`config.mk`:
```
export PLATFORM = sky130hd
export DESIGN_NAME = llr_stream_scheduler_flat
export DESIGN_NICKNAME = d
export VERILOG_FILES = /design/src/rtl/llr_stream_scheduler_if.sv /design/src/rtl/llr_stream_scheduler.sv /design/src/flat_wrapper.sv
export SDC_FILE = /design/constraint.sdc
export NUM_CORES = 2
export LEC_CHECK = 0
export ABC_CLOCK_PERIOD_IN_PS = 7950
export CORE_MARGIN = 2
export CORE_UTILIZATION = 45
export DETAILED_ROUTE_END_ITERATION = 7
export MAX_ROUTING_LAYER = met4
export SYNTH_ARGS = -nofsm -noshare
export SYNTH_HDL_FRONTEND = slang
export SYNTH_SLANG_ARGS = --single-unit
export TNS_END_PERCENT = 20
```
`constraint.sdc`:
```
create_clock -name clk -period 7.95 [get_ports clk]
set_input_delay 1.1925 -clock clk [delete_from_list [all_inputs] [get_ports clk]]
set_output_delay 1.1925 -clock clk [all_outputs]
set_load 0.02 [all_outputs]
```
`src/rtl/llr_stream_scheduler_if.sv`:
```
// Bundles the symbol-issue side, the LCU lane inputs and the serial LLR stream of
// llr_stream_scheduler. The scheduler connects to the slave modport.
//
// Handshake rules, shared by both streams:
//   A beat moves on a rising clock edge when valid and ready are both high.
//   A producer holds its valid high, together with its payload, until that edge.
//   The consumer drives ready without looking at valid in the same cycle.
//   Symbol stream:  producer i_sym_valid/i_Mode, consumer o_sym_ready.
//   LLR stream:     producer o_llr_valid/o_llr/o_llr_idx/o_llr_last, consumer i_llr_ready.
interface llr_stream_scheduler_if #(
  parameter int LLR_W = 19
);
  logic             i_sym_valid;
  logic             o_sym_ready;
  logic [2:0]       i_Mode;
  logic [2:0]       o_lcu_mode;
  logic [LLR_W-1:0] i_LLR_0;
  logic [LLR_W-1:0] i_LLR_1;
  logic [LLR_W-1:0] i_LLR_2;
  logic [LLR_W-1:0] i_LLR_3;
  logic [LLR_W-1:0] i_LLR_4;
  logic [LLR_W-1:0] i_LLR_5;
  logic [LLR_W-1:0] o_llr;
  logic [2:0]       o_llr_idx;
  logic             o_llr_valid;
  logic             o_llr_last;
  logic             i_llr_ready;
  logic             o_overflow;
  logic             o_dbg_state;

  modport slave (
    input  i_sym_valid, i_Mode, i_llr_ready,
    input  i_LLR_0, i_LLR_1, i_LLR_2, i_LLR_3, i_LLR_4, i_LLR_5,
    output o_sym_ready, o_lcu_mode, o_llr, o_llr_idx, o_llr_valid, o_llr_last,
    output o_overflow, o_dbg_state
  );

  modport master (
    output i_sym_valid, i_Mode, i_llr_ready,
    output i_LLR_0, i_LLR_1, i_LLR_2, i_LLR_3, i_LLR_4, i_LLR_5,
    input  o_sym_ready, o_lcu_mode, o_llr, o_llr_idx, o_llr_valid, o_llr_last,
    input  o_overflow, o_dbg_state
  );
endinterface

```
`src/rtl/llr_stream_scheduler.sv`:
```
// llr_stream_scheduler: tracks symbols through the fixed-latency metric/LCU pipeline
// with a tag shift register, captures the six LCU lanes into a small FIFO when each
// symbol's LLRs appear, and serialises every entry as nbits beats on a valid/ready
// stream. Upstream issue is limited by credits, because the LCU pipeline cannot stall.
module llr_stream_scheduler #(
  parameter int LLR_wordlength = 19,
  parameter int bit_num        = 6,
  parameter int PIPE_LAT       = 4,
  parameter int FIFO_DEPTH     = 8
) (
  input logic                  clk,
  input logic                  rst_n,
  llr_stream_scheduler_if.slave bus
);

  localparam int AW = $clog2(FIFO_DEPTH);
  localparam int CW = AW + 1;
  localparam int IW = $clog2(PIPE_LAT + 1);
  localparam int SW = $clog2(FIFO_DEPTH + PIPE_LAT + 1) + 1;

  localparam logic [0:0] S_IDLE   = 1'b0;
  localparam logic [0:0] S_STREAM = 1'b1;

  // Mode to LLR count; modes 6 and 7 behave as mode 5.
  function automatic logic [2:0] nbits_of(input logic [2:0] mode);
    logic [2:0] n;
    case (mode)
      3'd0, 3'd1: n = 3'd2;
      3'd2:       n = 3'd3;
      3'd3:       n = 3'd4;
      3'd4:       n = 3'd5;
      default:    n = 3'd6;
    endcase
    return n;
  endfunction

  // Registers and their next values.
  logic [PIPE_LAT-1:0]       tag_valid_q, tag_valid_d;
  logic [2:0]                tag_mode_q [PIPE_LAT];
  logic [2:0]                tag_mode_d [PIPE_LAT];
  logic [LLR_wordlength-1:0] llr_mem_q  [FIFO_DEPTH][bit_num];
  logic [LLR_wordlength-1:0] llr_mem_d  [FIFO_DEPTH][bit_num];
  logic [2:0]                nbits_mem_q [FIFO_DEPTH];
  logic [2:0]                nbits_mem_d [FIFO_DEPTH];
  logic [AW-1:0]             wr_ptr_q, wr_ptr_d;
  logic [AW-1:0]             rd_ptr_q, rd_ptr_d;
  logic [CW-1:0]             fifo_count_q, fifo_count_d;
  logic [2:0]                k_q, k_d;
  logic [0:0]                state_q, state_d;
  logic                      overflow_q, overflow_d;

  // Combinational helpers.
  logic [LLR_wordlength-1:0] lcu_lane [bit_num];
  logic [IW-1:0]             inflight;
  logic                      sym_ready;
  logic                      accept;
  logic                      capture;
  logic                      fifo_full;
  logic                      wr_en;
  logic [2:0]                head_nbits;
  logic [2:0]                head_idx;
  logic                      head_last;
  logic                      llr_valid;
  logic                      beat_fire;
  logic                      pop;

  // Gather the LCU lane inputs into an indexable array.
  always_comb begin
    lcu_lane[0] = bus.i_LLR_0;
    lcu_lane[1] = bus.i_LLR_1;
    lcu_lane[2] = bus.i_LLR_2;
    lcu_lane[3] = bus.i_LLR_3;
    lcu_lane[4] = bus.i_LLR_4;
    lcu_lane[5] = bus.i_LLR_5;
  end

  // Credits: FIFO occupancy plus symbols still inside the LCU pipeline.
  // Derived only from registers, so ready carries no path from i_llr_ready.
  always_comb begin
    inflight = '0;
    for (int i = 0; i < PIPE_LAT; i++) begin
      inflight = inflight + IW'(tag_valid_q[i]);
    end
    sym_ready = (SW'(fifo_count_q) + SW'(inflight)) < SW'(FIFO_DEPTH);
    accept    = bus.i_sym_valid & sym_ready;
  end

  // Tag pipeline: an accepted symbol or a bubble enters stage 0 every cycle.
  always_comb begin
    tag_valid_d[0] = accept;
    tag_mode_d[0]  = accept ? bus.i_Mode : 3'd0;
    for (int i = 1; i < PIPE_LAT; i++) begin
      tag_valid_d[i] = tag_valid_q[i-1];
      tag_mode_d[i]  = tag_mode_q[i-1];
    end
  end

  // The LCU latches its mode one cycle before the LLRs appear.
  generate
    if (PIPE_LAT == 1) begin : g_lat_one
      assign bus.o_lcu_mode = bus.i_Mode;
    end else begin : g_lat_many
      assign bus.o_lcu_mode = tag_mode_q[PIPE_LAT-2];
    end
  endgenerate

  // Serialiser view of the FIFO head.
  always_comb begin
    head_nbits = nbits_mem_q[rd_ptr_q];
    head_idx   = 3'(bit_num) - head_nbits + k_q;
    head_last  = (k_q == head_nbits - 3'd1);
    llr_valid  = (state_q == S_STREAM);
    beat_fire  = llr_valid & bus.i_llr_ready;
    pop        = beat_fire & head_last;
  end

  // FIFO write, pointer and occupancy update; a capture into a full FIFO is dropped.
  always_comb begin
    capture     = tag_valid_q[PIPE_LAT-1];
    fifo_full   = (fifo_count_q == CW'(FIFO_DEPTH));
    wr_en       = capture & ~fifo_full;
    llr_mem_d   = llr_mem_q;
    nbits_mem_d = nbits_mem_q;
    wr_ptr_d    = wr_ptr_q;
    rd_ptr_d    = rd_ptr_q;
    if (wr_en) begin
      llr_mem_d[wr_ptr_q]   = lcu_lane;
      nbits_mem_d[wr_ptr_q] = nbits_of(tag_mode_q[PIPE_LAT-1]);
      wr_ptr_d              = wr_ptr_q + AW'(1);
    end
    if (pop) begin
      rd_ptr_d = rd_ptr_q + AW'(1);
    end
    case ({wr_en, pop})
      2'b10:   fifo_count_d = fifo_count_q + CW'(1);
      2'b01:   fifo_count_d = fifo_count_q - CW'(1);
      default: fifo_count_d = fifo_count_q;
    endcase
    overflow_d = overflow_q | (capture & fifo_full);
  end

  // Serialiser FSM and per-entry beat counter.
  always_comb begin
    state_d = state_q;
    k_d     = k_q;
    case (state_q)
      S_IDLE: begin
        if (wr_en) state_d = S_STREAM;
      end
      default: begin
        if (beat_fire) begin
          k_d = head_last ? 3'd0 : k_q + 3'd1;
        end
        if (pop && !wr_en && fifo_count_q == CW'(1)) state_d = S_IDLE;
      end
    endcase
  end

  // Stream outputs are forced to zero while idle.
  assign bus.o_sym_ready = sym_ready;
  assign bus.o_llr_valid = llr_valid;
  assign bus.o_llr       = llr_valid ? llr_mem_q[rd_ptr_q][head_idx] : '0;
  assign bus.o_llr_idx   = llr_valid ? head_idx : 3'd0;
  assign bus.o_llr_last  = llr_valid & head_last;
  assign bus.o_overflow  = overflow_q;
  assign bus.o_dbg_state = state_q;

  // State registers; reset discards in-flight symbols and buffered entries.
  always_ff @(posedge clk or negedge rst_n) begin
    if (!rst_n) begin
      tag_valid_q  <= '0;
      for (int i = 0; i < PIPE_LAT; i++) tag_mode_q[i] <= 3'd0;
      for (int e = 0; e < FIFO_DEPTH; e++) begin
        nbits_mem_q[e] <= 3'd0;
        for (int l = 0; l < bit_num; l++) llr_mem_q[e][l] <= '0;
      end
      wr_ptr_q     <= '0;
      rd_ptr_q     <= '0;
      fifo_count_q <= '0;
      k_q          <= 3'd0;
      state_q      <= S_IDLE;
      overflow_q   <= 1'b0;
    end else begin
      tag_valid_q  <= tag_valid_d;
      tag_mode_q   <= tag_mode_d;
      llr_mem_q    <= llr_mem_d;
      nbits_mem_q  <= nbits_mem_d;
      wr_ptr_q     <= wr_ptr_d;
      rd_ptr_q     <= rd_ptr_d;
      fifo_count_q <= fifo_count_d;
      k_q          <= k_d;
      state_q      <= state_d;
      overflow_q   <= overflow_d;
    end
  end

endmodule

```
`src/flat_wrapper.sv`:
```
// flat-port wrapper written by rule: the top's interface ports become plain ports
module llr_stream_scheduler_flat 
#(
  parameter int LLR_wordlength = 19,
  parameter int bit_num        = 6,
  parameter int PIPE_LAT       = 4,
  parameter int FIFO_DEPTH     = 8
)
  (clk, rst_n, bus_i_sym_valid, bus_i_Mode, bus_i_llr_ready, bus_i_LLR_0, bus_i_LLR_1, bus_i_LLR_2, bus_i_LLR_3, bus_i_LLR_4, bus_i_LLR_5, bus_o_sym_ready, bus_o_lcu_mode, bus_o_llr, bus_o_llr_idx, bus_o_llr_valid, bus_o_llr_last, bus_o_overflow, bus_o_dbg_state);
  llr_stream_scheduler_if #(.LLR_W((19))) bus_i ();
  input logic clk;
  input logic rst_n;
  input wire logic [$bits(bus_i.i_sym_valid)-1:0] bus_i_sym_valid;
  input wire logic [$bits(bus_i.i_Mode)-1:0] bus_i_Mode;
  input wire logic [$bits(bus_i.i_llr_ready)-1:0] bus_i_llr_ready;
  input wire logic [$bits(bus_i.i_LLR_0)-1:0] bus_i_LLR_0;
  input wire logic [$bits(bus_i.i_LLR_1)-1:0] bus_i_LLR_1;
  input wire logic [$bits(bus_i.i_LLR_2)-1:0] bus_i_LLR_2;
  input wire logic [$bits(bus_i.i_LLR_3)-1:0] bus_i_LLR_3;
  input wire logic [$bits(bus_i.i_LLR_4)-1:0] bus_i_LLR_4;
  input wire logic [$bits(bus_i.i_LLR_5)-1:0] bus_i_LLR_5;
  output wire logic [$bits(bus_i.o_sym_ready)-1:0] bus_o_sym_ready;
  output wire logic [$bits(bus_i.o_lcu_mode)-1:0] bus_o_lcu_mode;
  output wire logic [$bits(bus_i.o_llr)-1:0] bus_o_llr;
  output wire logic [$bits(bus_i.o_llr_idx)-1:0] bus_o_llr_idx;
  output wire logic [$bits(bus_i.o_llr_valid)-1:0] bus_o_llr_valid;
  output wire logic [$bits(bus_i.o_llr_last)-1:0] bus_o_llr_last;
  output wire logic [$bits(bus_i.o_overflow)-1:0] bus_o_overflow;
  output wire logic [$bits(bus_i.o_dbg_state)-1:0] bus_o_dbg_state;
  assign bus_i.i_sym_valid = bus_i_sym_valid;
  assign bus_i.i_Mode = bus_i_Mode;
  assign bus_i.i_llr_ready = bus_i_llr_ready;
  assign bus_i.i_LLR_0 = bus_i_LLR_0;
  assign bus_i.i_LLR_1 = bus_i_LLR_1;
  assign bus_i.i_LLR_2 = bus_i_LLR_2;
  assign bus_i.i_LLR_3 = bus_i_LLR_3;
  assign bus_i.i_LLR_4 = bus_i_LLR_4;
  assign bus_i.i_LLR_5 = bus_i_LLR_5;
  assign bus_o_sym_ready = bus_i.o_sym_ready;
  assign bus_o_lcu_mode = bus_i.o_lcu_mode;
  assign bus_o_llr = bus_i.o_llr;
  assign bus_o_llr_idx = bus_i.o_llr_idx;
  assign bus_o_llr_valid = bus_i.o_llr_valid;
  assign bus_o_llr_last = bus_i.o_llr_last;
  assign bus_o_overflow = bus_i.o_overflow;
  assign bus_o_dbg_state = bus_i.o_dbg_state;
  llr_stream_scheduler #(.LLR_wordlength(LLR_wordlength), .bit_num(bit_num), .PIPE_LAT(PIPE_LAT), .FIFO_DEPTH(FIFO_DEPTH)) u_core (.clk(clk), .rst_n(rst_n), .bus(bus_i));
endmodule
```
==> summary.txt <==
Clock network
  • Clock transition at path regs: 0.06 ns
  • Post-CTS Hold Buffers: 0
  • CTS tree: built
  • PostCTS Resize Cnt: 0
  • Clk buf depth: 3
  • Clk Latency, worst-skew pair: 0.69 ns
  • Cts bufs inserted: 106
  • Htree depth: 3
  • TritonCTS sink count: 967
  • Root buffer cell: clkbuf_16
  • Post-CTS Setup Repair Bufs: 0

Route
  • DR vias/cell: 5.84
  • Number of remaining DRC errors: 0
  • WL/cell: 26.9 um
  • First DRT Iteration DRCs: 1504
  • DR pass1 iterations: 5
  • Post-route ant nets: 0
  • Via Count: 24208
  • DRT Wirelength: 112 mm

Pwr
  • Final Power: 21.2 mW
  • Net Sw Frac: 34.6%
  • Sequential share of power: 35.1%
  • Clock network power share: 23.0%
  • Leakage power: 20.8 nW
  • PwrDens: 427 nW/um2
  • Internal Power: 13.9 mW
  • Max IR drop VDD: 0.707 mV
  • Psw: 7.33 mW
  • Comb power frac: 41.9%

Worst setup path
  • Startpoint types: flop
  • CP bufs+invs: 4
  • Worst Path Required: 6.76 ns
  • Crit-path max cell delay: 1.05 ns
  • Slowest-stage cell, CP: dfrtp_4
  • Worst setup EP type: primary output
  • Crit-path max FO: 58
  • Cell family with most CP delay: adder cells
  • Crit-path cells: mux4_2 > mux2i_1 > inv_1 > ha_1 > inv_1 > ha_2 > buf_4 > mux4_2 > mux2i_1 > o22ai_1 > clkdlybuf4s50_1
  • Setup Crit Path Kind: flop to primary output
  • CP arrival: 5.61 ns

Synthesis
  • Post-synth EDFFs: 0
  • Syn. warnings: 0
  • Seq cells post-synth: 967
  • Ys async rst share: 100%
  • Cells after Synth: 2677
  • Synth unique cells: 52
  • Ys flop type: dfrtp_1
  • Average size of a mapped cell: 16.3 um2
  • Syn Nets: 2814
  • Post-Syn Area: 43500 um2
  • Sequential fraction of the synthesis area: 55.6%

Global routing
  • Total track usage: 23.8%
  • Pin count of the biggest net entering global routing: 187
  • Number of global-route vias before repair: 26926
  • Grt ovf: 0
  • Global-route wire length before repair: 171 mm
  • Antenna violations before repair: 27

STA
  • Final Hold Viols: 0
  • Final worst slack: 1.15 ns
  • Max_slew headroom: 23.7%
  • RSZ-0062 raised after global routing: no
  • Clk_skew: 0.0238 ns
  • Setup_tns: 0 ns
  • Hold Slack: 0.346 ns
  • F_max: 147 MHz
  • Worst-margin pin slew: 1.14 ns
  • Crit share post-route: 85.5%
  • Final Setup Violations: 0
  • Pins over their slew limit: 0
  • Minimum clock period: 6.80 ns

Die
  • Site Rows: 114
  • Die X: 315 um
  • Core area: 96300 um2
  • Starting Density: 45.2%
  • Die Ht: 315 um
  • Ports: 151
  • Die area: 99200 um2

Flow run
  • Max Cap Viol: 0

Placed design
  • Port Buf Inserts: 150
  • HPWL Detailed: 66.9 mm
  • Placement Setup Slack: 1.81 ns
  • GPL Wtd Cong: 0.769

Hold path
  • HP Class: flop to flop

Outcome
  • Status: finished clean

Layout
  • Layout cell share with drive strength beyond 1: 45.8%
  • Synthesis-to-layout area growth: 14.1%
  • Nets@finish: 2913
[power groups by stage]
| stage | logic, mW | registers [mW] | clock network, mW |
|---|---|---|---|
| final | 8.89 | 7.44 | 4.88 |
| after global routing | 9.40 | 7.64 | 5.21 |
| after CTS | 9.00 | 7.44 | 5.01 |
| after detailed placement | 8.96 | 7.53 | 0 |
| after global placement | 8.83 | 7.37 | 0 |
| after floorplan | 6.07 | 7.07 | 0 |
[kinds of logic (layout without fill, tap and decap cells)]
logic type | count (synthesis) | in the layout | synth area share, %
multiplexers | 1240 | 1240 | 38.4
flip-flops | 967 | 967 | 55.6
buffers and inverters | 226 | 405 | 2.44
AND/OR/NAND/NOR | 118 | 118 | 1.34
AO/OA/AOI/OAI | 96 | 96 | 1.42
adder cells (fa/ha/maj) | 16 | 16 | 0.477
XOR/XNOR | 14 | 14 | 0.313
other | 0 | 14 | 0
[cells in the mapped netlist (4+ instances only)]
cell type / instances / share of area, %
dfrtp_1: 967 / 56
mux2_2: 848 / 22
mux4_2: 250 / 13
buf_2: 114 / 1.3
mux2i_1: 76 / 1.7
mux2_1: 65 / 1.7
clkbuf_1: 53 / 0.46
nand2_1: 47 / 0.41
o22ai_1: 34 / 0.49
inv_1: 30 / 0.26
o21ai_0: 24 / 0.28
ha_1: 15 / 0.43
nor2_1: 14 / 0.12
buf_4: 13 / 0.22
nand2b_1: 12 / 0.17
nor3_1: 11 / 0.13
a21oi_1: 10 / 0.12
xnor2_1: 9 / 0.18
buf_1: 8 / 0.069
and3_1: 6 / 0.086
nand3_1: 5 / 0.058
o32ai_1: 5 / 0.10
a211oi_1: 4 / 0.069
and2_1: 4 / 0.058
clkinv_1: 4 / 0.035
nor2b_1: 4 / 0.058
xor2_1: 4 / 0.081
[area by class of cell]
| type | count | area, um2 |
|---|---|---|
| fillers | 7854 | 46600 |
| flip-flops and latches | 967 | 24200 |
| multi-input cells | 1484 | 18300 |
| clock buffers | 160 | 3170 |
| repair buffers | 182 | 1880 |
| well taps | 1276 | 1600 |
| clock inverters | 28 | 325 |
| inverters | 35 | 131 |
| diodes | 14 | 35.0 |
[final timing paths]
path                                      startpoint                  endpoint  slack, ns  cells after the start
min in group asynchronous                      rst_n     u_core.llr_mem_q[127]       0.59                      1
worst max register to register    u_core.rd_ptr_q[1]    u_core.fifo_count_q[3]       3.51                     10
worst min register to register  u_core.tag_mode_d[3]  u_core.bus.o_lcu_mode[0]       0.35                      0
max in group asynchronous                      rst_n      u_core.llr_mem_q[36]       5.46                      3
worst min-delay path            u_core.tag_mode_d[3]  u_core.bus.o_lcu_mode[0]       0.35                      0
worst max-delay path              u_core.rd_ptr_q[1]              bus_o_llr[6]       1.15                     11
[state kept, by name, indices dropped and copies added, names as in the netlist]
name / flops
u_core.llr_mem_q: 912
u_core.nbits_mem_q: 24
u_core.tag_mode_d: 6
u_core.fifo_count_q: 4
u_core.tag_valid_q: 4
u_core.bus.o_lcu_mode: 3
u_core.k_q: 3
u_core.rd_ptr_q: 3
u_core.tag_mode_q: 3
u_core.wr_ptr_q: 3
u_core.bus.o_dbg_state: 1
u_core.bus.o_overflow: 1
[cells in the final DEF (no fill, tap or decap), types with 4 or more instances in the layout]
master           count
dfrtp_1            964
mux2_2             848
mux4_2             250
clkdlybuf4s50_1    149
clkbuf_16          106
mux2i_1             76
mux2_1              65
nand2_1             46
o22ai_1             34
clkbuf_8            31
inv_1               30
o21ai_0             24
clkbuf_1            23
buf_4               21
clkinv_2            15
diode_2             14
nor2_1              14
ha_1                13
nand2b_1            12
nor3_1              11
buf_12              11
a21oi_1             10
xnor2_1              9
o32ai_1              5
and3_1               5
xor2_1               4
clkinv_1             4
nor2b_1              4
a211oi_1             4
and2_1               4
inv_16               4
bufinv_16            4
[per-layer routing]
layer / global-route usage (%) / vias up / routed length, um
met5: - / - / 0
met4: 7.59 / 0 / 3320
met1: 31.3 / 13214 / 48200
met3: 5.00 / 171 / 6100
li1: - / 10274 / -
met2: 37.2 / 549 / 53900
[worst register-to-register path: stages (launching register included)]
cell	delay, ns
dfrtp_4	1.05
mux4_2	0.44
mux2i_1	0.22
inv_1	0.07
ha_2	0.93
nor3_1	0.19
and2_1	0.30
ha_1	0.31
or4_1	0.54
a21oi_1	0.17
xor2_1	0.15
[metrics by stage]
step	instances	util, %	cell area, um2
final	4146	51.6	49600
after global routing	4145	51.5	49600
after CTS	4132	51.5	49600
after detailed placement	3944	47.9	46100
after global placement	3944	47.9	46100
after floorplan	2677	-	43500
(Power assumes the default switching activity.)
